===== src/rtl/alu_seq_pkg.sv =====
// Shared opcode/state definitions and opcode classification for the ALU step sequencer.
package alu_seq_pkg;

  localparam logic [3:0] OP_ADD   = 4'h0;
  localparam logic [3:0] OP_SUB   = 4'h1;
  localparam logic [3:0] OP_NEG   = 4'h2;
  localparam logic [3:0] OP_MUL   = 4'h3;
  localparam logic [3:0] OP_AND   = 4'h4;
  localparam logic [3:0] OP_OR    = 4'h5;
  localparam logic [3:0] OP_XOR   = 4'h6;
  localparam logic [3:0] OP_NOT   = 4'h7;
  localparam logic [3:0] OP_ROR   = 4'h8;
  localparam logic [3:0] OP_ROL   = 4'h9;
  localparam logic [3:0] OP_ASL   = 4'hA;
  localparam logic [3:0] OP_ASR   = 4'hB;
  localparam logic [3:0] OP_IDAND = 4'hC;

  typedef enum logic [2:0] {
    ST_OPCODE   = 3'd0,
    ST_LOAD_A   = 3'd1,
    ST_LOAD_B   = 3'd2,
    ST_EXEC     = 3'd3,
    ST_MUL_ITER = 3'd4,
    ST_SHOW     = 3'd5
  } state_t;

  function automatic logic is_unary(input logic [3:0] op);
    return (op == OP_NEG) || (op == OP_NOT);
  endfunction

  function automatic logic is_legal(input logic [3:0] op);
    return op <= OP_IDAND;
  endfunction

endpackage


===== src/rtl/shift_add_mul.sv =====
// Iterative unsigned shift-add multiplier. The first partial product is folded into
// the start cycle so DW iterations finish DW-1 cycles after start; done follows one cycle later.
module shift_add_mul #(
  parameter int DW = 8
) (
  input  logic              clk,
  input  logic              rst_n,
  input  logic              start,
  input  logic [DW-1:0]     a,
  input  logic [DW-1:0]     b,
  output logic              busy,
  output logic              done,
  output logic [2*DW-1:0]   product
);

  localparam int CW = $clog2(DW + 1);
  localparam logic [CW-1:0] LAST = CW'(DW - 1);

  logic [2*DW-1:0] acc, mcand;
  logic [DW-1:0]   mplier;
  logic [CW-1:0]   cnt;

  always_ff @(posedge clk or negedge rst_n) begin
    if (!rst_n) begin
      acc    <= '0;
      mcand  <= '0;
      mplier <= '0;
      cnt    <= '0;
      busy   <= 1'b0;
      done   <= 1'b0;
    end else begin
      done <= 1'b0;
      if (start) begin
        acc    <= b[0] ? {{DW{1'b0}}, a} : '0;
        mcand  <= {{(DW-1){1'b0}}, a, 1'b0};
        mplier <= b >> 1;
        cnt    <= CW'(1);
        busy   <= 1'b1;
      end else if (busy) begin
        acc    <= acc + (mplier[0] ? mcand : '0);
        mcand  <= mcand << 1;
        mplier <= mplier >> 1;
        cnt    <= cnt + CW'(1);
        if (cnt == LAST) begin
          busy <= 1'b0;
          done <= 1'b1;
        end
      end
    end
  end

  assign product = acc;

endmodule


===== src/rtl/alu_step_sequencer.sv =====
// Button-stepped multi-cycle ALU: OPCODE -> A -> (B) -> EXEC/MUL -> SHOW.
// Define ALU_STATUS_FLAGS_EN to add registered flag_z/flag_n/flag_c outputs.
module alu_step_sequencer
  import alu_seq_pkg::*;
#(
  parameter int              DW          = 8,
  parameter logic [2*DW-1:0] ID_CONST    = 16'h4813,
  parameter int              SYNC_STAGES = 2
) (
  input  logic              CLOCK_50,
  input  logic              KEY_rst_n,
  input  logic              step_n,
  input  logic [DW-1:0]     sw,
  output logic [2:0]        state_o,
  output logic [3:0]        opcode_o,
  output logic [2*DW-1:0]   result_o,
  output logic              busy,
  output logic              err
`ifdef ALU_STATUS_FLAGS_EN
  ,
  output logic              flag_z,
  output logic              flag_n,
  output logic              flag_c
`endif
);

  localparam int RW = 2 * DW;
  localparam logic [DW-1:0] DW_V = DW'(DW);

  state_t          state, state_d;
  logic [DW-1:0]   a, b, sh, ror_v, rol_v, asr_v;
  logic [SYNC_STAGES-1:0] sync;
  logic            edge_q, step;
  logic            ld_op, ld_a, ld_b, wr_res, mul_start, mul_busy, mul_done;
  logic [RW-1:0]   mul_prod, alu_res, res_d;

  // Step button: synchronise, then fire once on the falling edge.
  always_ff @(posedge CLOCK_50 or negedge KEY_rst_n) begin
    if (!KEY_rst_n) begin
      sync   <= '0;
      edge_q <= 1'b0;
    end else begin
      sync   <= {sync[SYNC_STAGES-2:0], step_n};
      edge_q <= sync[SYNC_STAGES-1];
    end
  end

  assign step = edge_q & ~sync[SYNC_STAGES-1];

  shift_add_mul #(.DW(DW)) u_mul (
    .clk     (CLOCK_50),
    .rst_n   (KEY_rst_n),
    .start   (mul_start),
    .a       (a),
    .b       (b),
    .busy    (mul_busy),
    .done    (mul_done),
    .product (mul_prod)
  );

  always_comb begin
    sh    = b % DW_V;
    ror_v = DW'({a, a} >> sh);
    rol_v = DW'(({a, a} << sh) >> DW);
    asr_v = $signed(a) >>> sh;
    alu_res = '0;
    case (opcode_o)
      OP_ADD:   alu_res = {{DW{1'b0}}, a} + {{DW{1'b0}}, b};
      OP_SUB:   alu_res = {{DW{1'b0}}, a} - {{DW{1'b0}}, b};
      OP_NEG:   alu_res = '0 - {{DW{1'b0}}, a};
      OP_AND:   alu_res = {{DW{1'b0}}, a & b};
      OP_OR:    alu_res = {{DW{1'b0}}, a | b};
      OP_XOR:   alu_res = {{DW{1'b0}}, a ^ b};
      OP_NOT:   alu_res = {{DW{1'b0}}, ~a};
      OP_ROR:   alu_res = {{DW{1'b0}}, ror_v};
      OP_ROL:   alu_res = {{DW{1'b0}}, rol_v};
      OP_ASL:   alu_res = {{DW{1'b0}}, a << sh};
      OP_ASR:   alu_res = {{DW{1'b0}}, asr_v};
      OP_IDAND: alu_res = {a, b} & ID_CONST;
      default:  alu_res = '0;
    endcase
    res_d = (state == ST_MUL_ITER) ? mul_prod : alu_res;
  end

  // Step pulses in EXEC/MUL_ITER are simply not looked at, so they drop.
  always_comb begin
    state_d   = state;
    ld_op     = 1'b0;
    ld_a      = 1'b0;
    ld_b      = 1'b0;
    wr_res    = 1'b0;
    mul_start = 1'b0;
    case (state)
      ST_OPCODE: if (step) begin
        ld_op   = 1'b1;
        state_d = ST_LOAD_A;
      end
      ST_LOAD_A: if (step) begin
        ld_a    = 1'b1;
        state_d = (is_unary(opcode_o) || !is_legal(opcode_o)) ? ST_EXEC : ST_LOAD_B;
      end
      ST_LOAD_B: if (step) begin
        ld_b    = 1'b1;
        state_d = ST_EXEC;
      end
      ST_EXEC: begin
        if (opcode_o == OP_MUL) begin
          mul_start = 1'b1;
          state_d   = ST_MUL_ITER;
        end else begin
          wr_res  = 1'b1;
          state_d = ST_SHOW;
        end
      end
      ST_MUL_ITER: if (mul_done) begin
        wr_res  = 1'b1;
        state_d = ST_SHOW;
      end
      ST_SHOW: if (step) state_d = ST_OPCODE;
      default: state_d = ST_OPCODE;
    endcase
  end

  always_ff @(posedge CLOCK_50 or negedge KEY_rst_n) begin
    if (!KEY_rst_n) state <= ST_OPCODE;
    else            state <= state_d;
  end

  always_ff @(posedge CLOCK_50 or negedge KEY_rst_n) begin
    if (!KEY_rst_n) begin
      opcode_o <= '0;
      a        <= '0;
      b        <= '0;
      result_o <= '0;
      err      <= 1'b0;
    end else begin
      if (ld_op) begin
        opcode_o <= sw[3:0];
        err      <= 1'b0;
      end
      if (ld_a) a <= sw;
      if (ld_b) b <= sw;
      if (wr_res) begin
        result_o <= res_d;
        err      <= !is_legal(opcode_o);
      end
    end
  end

`ifdef ALU_STATUS_FLAGS_EN
  logic carry_d;

  always_comb begin
    case (opcode_o)
      OP_ADD:  carry_d = alu_res[DW];
      OP_SUB:  carry_d = a < b;
      OP_MUL:  carry_d = |mul_prod[RW-1:DW];
      default: carry_d = 1'b0;
    endcase
  end

  always_ff @(posedge CLOCK_50 or negedge KEY_rst_n) begin
    if (!KEY_rst_n) begin
      flag_z <= 1'b0;
      flag_n <= 1'b0;
      flag_c <= 1'b0;
    end else if (ld_op) begin
      flag_z <= 1'b0;
      flag_n <= 1'b0;
      flag_c <= 1'b0;
    end else if (wr_res) begin
      flag_z <= (res_d == '0);
      flag_n <= res_d[RW-1];
      flag_c <= carry_d;
    end
  end
`endif

  assign state_o = state;
  assign busy    = (state == ST_EXEC) | mul_busy | mul_done;

endmodule


===== config.mk =====
export PLATFORM = sky130hd
export DESIGN_NAME = alu_step_sequencer
export DESIGN_NICKNAME = d
export VERILOG_FILES = /design/src/rtl/alu_seq_pkg.sv /design/src/rtl/shift_add_mul.sv /design/src/rtl/alu_step_sequencer.sv
export SDC_FILE = /design/constraint.sdc
export NUM_CORES = 1
export LEC_CHECK = 0
export ABC_AREA = 1
export CORE_MARGIN = 2
export CORE_UTILIZATION = 60
export DETAILED_ROUTE_END_ITERATION = 6
export GPL_TIMING_DRIVEN = 0
export HOLD_SLACK_MARGIN = 0.1
export PLACE_DENSITY = 0.9
export SLEW_MARGIN = 20
export SYNTH_ARGS = -nofsm -noshare
export SYNTH_HDL_FRONTEND = slang
export SYNTH_SLANG_ARGS = --single-unit

===== constraint.sdc =====
create_clock -name CLOCK_50 -period 4.42 [get_ports CLOCK_50]
set_clock_uncertainty 0.2 [all_clocks]
set_input_delay 0.884 -clock CLOCK_50 [delete_from_list [all_inputs] [get_ports CLOCK_50]]
set_output_delay 0.884 -clock CLOCK_50 [all_outputs]
set_load 0.1 [all_outputs]

==> Flow_metrics.wiki, run 1 <==
{| class="wikitable"
! Metric !! Value
|-
| Status || finished clean
|-
| Combined area of all synthesized cells || approximately 6600 um2
|-
| Slowest cell on crit path || clkdlybuf4s50_1
|-
| Worst reg2reg startpoint || b[2]
|-
| Fill cell instance count of the final layout || 970
|-
| Min-Delay Path Class || reg -> reg
|-
| Worst VDD drop || 0.000674 V
|-
| Cells after synthesis || between 900 and 1000
|-
| Series of cell instances along the critical path || inv_1 -> nor3_2 -> nor2_1 -> nand2_1 -> clkdlybuf4s50_1
|-
| Tot Pwr || 6250 uW
|-
| Post-route DRC || 0
|-
| Power Dens Cells || about 840 nW/um2
|-
| Routed length per placed instance || 17.0 um
|-
| Number of storage elements in the synthesis netlist || 87
|-
| Distinct cells, synth || 49
|-
| Proportion of register bits with asynchronous set or reset after synthesis || 100%
|-
| First element of the critical path || state_o[0]
|-
| Mapped Nets || ~1100
|-
| Clock tree from TritonCTS || done
|-
| GPL Wtd Cong || around 1.0
|-
| Clock-pin slew on the worst setup and hold paths || ~90 ps
|-
| Fin util || between 60% and 70%
|-
| Critical path's largest stage delay || between 1000 and 1500 ps
|-
| Length of the first detailed-routing pass in iterations || 6
|-
| Total count of hold-check failures in the final report || 0
|-
| Post-route design area || 7400 um2
|-
| Number of H-tree levels || 3
|-
| Leakage Power || around 0.0038 uW
|-
| Final-stage net count || between 1000 and 1500
|-
| Wire length of the first global-routing pass || between 30 and 40 mm
|-
| Actual slew at the worst max-slew pin || 976 ps
|-
| Max Slew Vio Count || 0
|-
| Reported max-cap violation count || 0
|-
| Clock latency on the worst-skew pair || 390 ps
|-
| Layout-stage area growth over the synthesis result || 11.4%
|-
| Crit path launch type || flop
|-
| Overall fraction of global-route tracks in use || 35.3%
|-
| Number of placed instances, taps included || about 1200
|-
| Effective utilization at floorplan || 61.3%
|-
| Number of gates given a new drive strength after cts || 0
|-
| Post CTS Setup Buffer Count || 0
|-
| Family with the most delay on the worst path || buffers and inverters
|-
| Initial antenna violation count || 0
|-
| Layout cell share with drive strength beyond 1 || around 5.7%
|-
| Number of synthesized flops with an enable pin || 0
|-
| Kind of capture point of the worst setup path || primary output
|-
| Warning count from the yosys run || 0
|-
| Startpoint of the worst hold path || sync[0]
|-
| Mapped Avg Cell Area || 6.67 um2
|-
| Residual antenna-violating net count after detailed routing || 0
|-
| Root buffer cell || clkbuf_8
|-
| Ratio of final minimum period to clock period || 81.6%
|-
| CP Max Fanout || 4
|-
| Worst path bufs/invs || 2
|-
| Setup repair after global routing missed its margin || false
|-
| Die boundary width || 109 um
|-
| Shortest period the worst path allows || approximately 3600 ps
|-
| Required time at the worst-slack endpoint || approximately 3300 ps
|-
| Full die area || 11900 um2
|-
| Final setup vio count || 0
|-
| Register cell area after layout || between 2000 and 2500 um2
|-
| Signal arrival time at the worst endpoint || approximately 2500 ps
|-
| Total via count after detailed routing || about 7000
|-
| WS Path Type || reg -> out
|-
| Final HPWL DP || 15.5 mm
|-
| R2R Path End || result_o[8]
|-
| Number of top-level pins || 36
|-
| Total detailed-routing wirelength || about 20 mm
|-
| Endpoint with the worst hold slack || sync[1]
|-
| Antenna cell count || 0
|-
| Leftover overflow at the end of global routing || 0
|-
| Cell area after placement || slightly above 7000 um2
|-
| CTS max path bufs || 2
|-
| Normalized max-slew margin || between 30% and 40%
|-
| Std-Cell Rows || 38
|-
| TritonCTS sink count || 87
|-
| DIE HEIGHT || roughly 110 um
|-
| Most used flip-flop cell after synthesis || dfrtp_1
|-
| Iteration-0 DRC Markers || about 760
|-
| Number of buffers created by CTS || 9
|-
| # port buffers || 35
|-
| R2R setup slack || ~1200 ps
|-
| Area of the multi-input gates || roughly 3800 um2
|-
| Logic depth of the worst register-to-register path || 14
|-
| Fmax achieved || 277 MHz
|-
| Layout Cells excl Fill || roughly 1200
|-
| Maximum number of pins on one net before global-route repair || 53
|-
| Number of buffers inserted by hold repair at cts || 0
|-
| Seq/Total Area, Yosys || about a third
|-
| Vias per Instance || around 5.9
|-
| Cell depth of the worst hold path || 0
|-
| Number of global-route vias before repair || about 6300
|-
| Core Region || 10800 um2
|}
[layer usage]
metal	up-vias	global-route usage (%)	part of all wire [%]
met2	353	52.8	43
li1	3329	-	-
met4	0	11.0	2.6
met1	3242	51.7	44
met5	-	0	0
met3	46	6.81	10
[state kept, by name (all words and copies together), names as in the netlist]
name	cells
err	1
u_mul.done	1
u_mul.product	16
u_mul.cnt	4
u_mul.mcand	15
b	8
edge_q	1
u_mul.mplier	7
sync	2
opcode_o	4
result_o	16
u_mul.busy	1
state_o	3
a	8
[metrics by stage]
stage | setup slack [ps] | hold slack (ps) | setup TNS [ps]
final | 813 | 172 | 0
after global routing | 675 | 186 | 0
after CTS | 792 | 179 | 0
after detailed placement | 1220 | 150 | 0
after global placement | -773 | 136 | -66830
after floorplan | 1160 | 131 | 0
[layout make-up]
class,count,share of cell area (%)
flip-flops and latches,87,29.4
clock inverters,5,0.862
multi-input cells,751,51.9
repair buffers,36,5.07
inverters,128,6.59
clock buffers,11,1.91
well taps,140,2.37
plain buffers,30,1.89
[cell families (layout without fill, tap and decap cells)]
group / Yosys count / count (layout) / share of synthesized area (%)
AND/OR/NAND/NOR: 529 / 529 / 33.4
AO/OA/AOI/OAI: 174 / 174 / 15.2
adder cells (fa/ha/maj): 44 / 44 / 8.62
flip-flops: 87 / 87 / 32.8
XOR/XNOR: 4 / 4 / 0.527
buffers and inverters: 158 / 210 / 9.45
[worst reg2reg max path, stage by stage, from the launching register on]
cell and delay [ps]:
dfrtp_1 410, clkbuf_2 210, clkinv_1 270, buf_2 310, ha_1 390, inv_1 120, nand2_1 120, nand2_1 90
nand3_1 100, nand2_1 60, nand2_1 100, a21oi_1 80, o21ai_1 230, nand2_1 270, a21oi_1 210
[power breakdown]
group	switching [uW]	total, uW	internal (uW)
clock	324	607	282
sequential	313	1390	1080
combinational	3090	4250	1150
[cell usage in the layout (no fill, tap or decap), types with 10 or more instances in the layout]
| cell | count |
|---|---|
| o22ai_1 | 14 |
| ha_1 | 41 |
| inv_1 | 115 |
| o221ai_1 | 11 |
| clkbuf_8 | 10 |
| nand2_1 | 316 |
| clkdlybuf4s50_1 | 34 |
| nand3_1 | 84 |
| o21ai_0 | 49 |
| dfrtp_1 | 87 |
| nor2_2 | 10 |
| clkbuf_1 | 18 |
| nor2_1 | 82 |
| a21oi_1 | 61 |
| nor3_1 | 12 |
[worst max-delay path by stage]
stage | end | slack [ps] | cells after the start
2_1_floorplan | busy | 1160 | 4
3_3_place_gp | result_o[5] | -770 | 1
3_5_place_dp | busy | 1220 | 5
4_1_cts | busy | 790 | 5
5_1_grt | busy | 670 | 5
6_report | busy | 810 | 5
[cell usage after synthesis, types with 10 or more instances]
library cell / n / area (um2)
nor2_2: 10 / 62.6
o22ai_1: 14 / 87.6
clkbuf_1: 17 / 63.8
nor3_1: 12 / 60.1
nor2_1: 82 / 308
ha_1: 41 / 513
inv_1: 115 / 432
o221ai_1: 11 / 96.3
nand2_1: 316 / 1190
dfrtp_1: 87 / 2180
a21oi_1: 61 / 305
nand3_1: 84 / 420
o21ai_0: 49 / 245
Note: power is estimated with default switching activity, not from simulation.
==> inputs of run 2 (changes only) <==
==> constraint.sdc (replaced) <==
create_clock -name CLOCK_50 -period 3.8 [get_ports CLOCK_50]
set_clock_uncertainty 0.2 [all_clocks]
set_input_delay 0.76 -clock CLOCK_50 [delete_from_list [all_inputs] [get_ports CLOCK_50]]
set_output_delay 0.76 -clock CLOCK_50 [all_outputs]
set_load 0.1 [all_outputs]
==> results of run 2 <==
Same layout as run 1 (identical final DEF). Status: finished clean.
Main changes from that run: setup slack after placement 1220 ps -> 683 ps; setup slack after layout 813 ps -> 317 ps; hold slack 172 ps -> 122 ps; register-to-register setup slack 1190 ps -> 570 ps; total power 6250 uW -> 7270 uW; worst IR drop on VDD 0.000674 V -> 0.000784 V
==> inputs of run 3 (changes only) <==
--- a/config.mk
+++ b/config.mk
@@ -6,8 +6,10 @@
 export NUM_CORES = 1
 export LEC_CHECK = 0
 export ABC_AREA = 1
+export CAP_MARGIN = 20
 export CORE_MARGIN = 2
 export CORE_UTILIZATION = 60
+export CTS_CLUSTER_SIZE = 20
 export DETAILED_ROUTE_END_ITERATION = 6
 export GPL_TIMING_DRIVEN = 0
 export HOLD_SLACK_MARGIN = 0.1
==> results of run 3 <==
Same layout as run 1 (identical final DEF). Status: finished clean.
Main changes from that run: setup slack after placement 1220 ps -> 683 ps; setup slack after layout 813 ps -> 317 ps; hold slack 172 ps -> 122 ps; register-to-register setup slack 1190 ps -> 570 ps; total power 6250 uW -> 7270 uW; worst IR drop on VDD 0.000674 V -> 0.000784 V
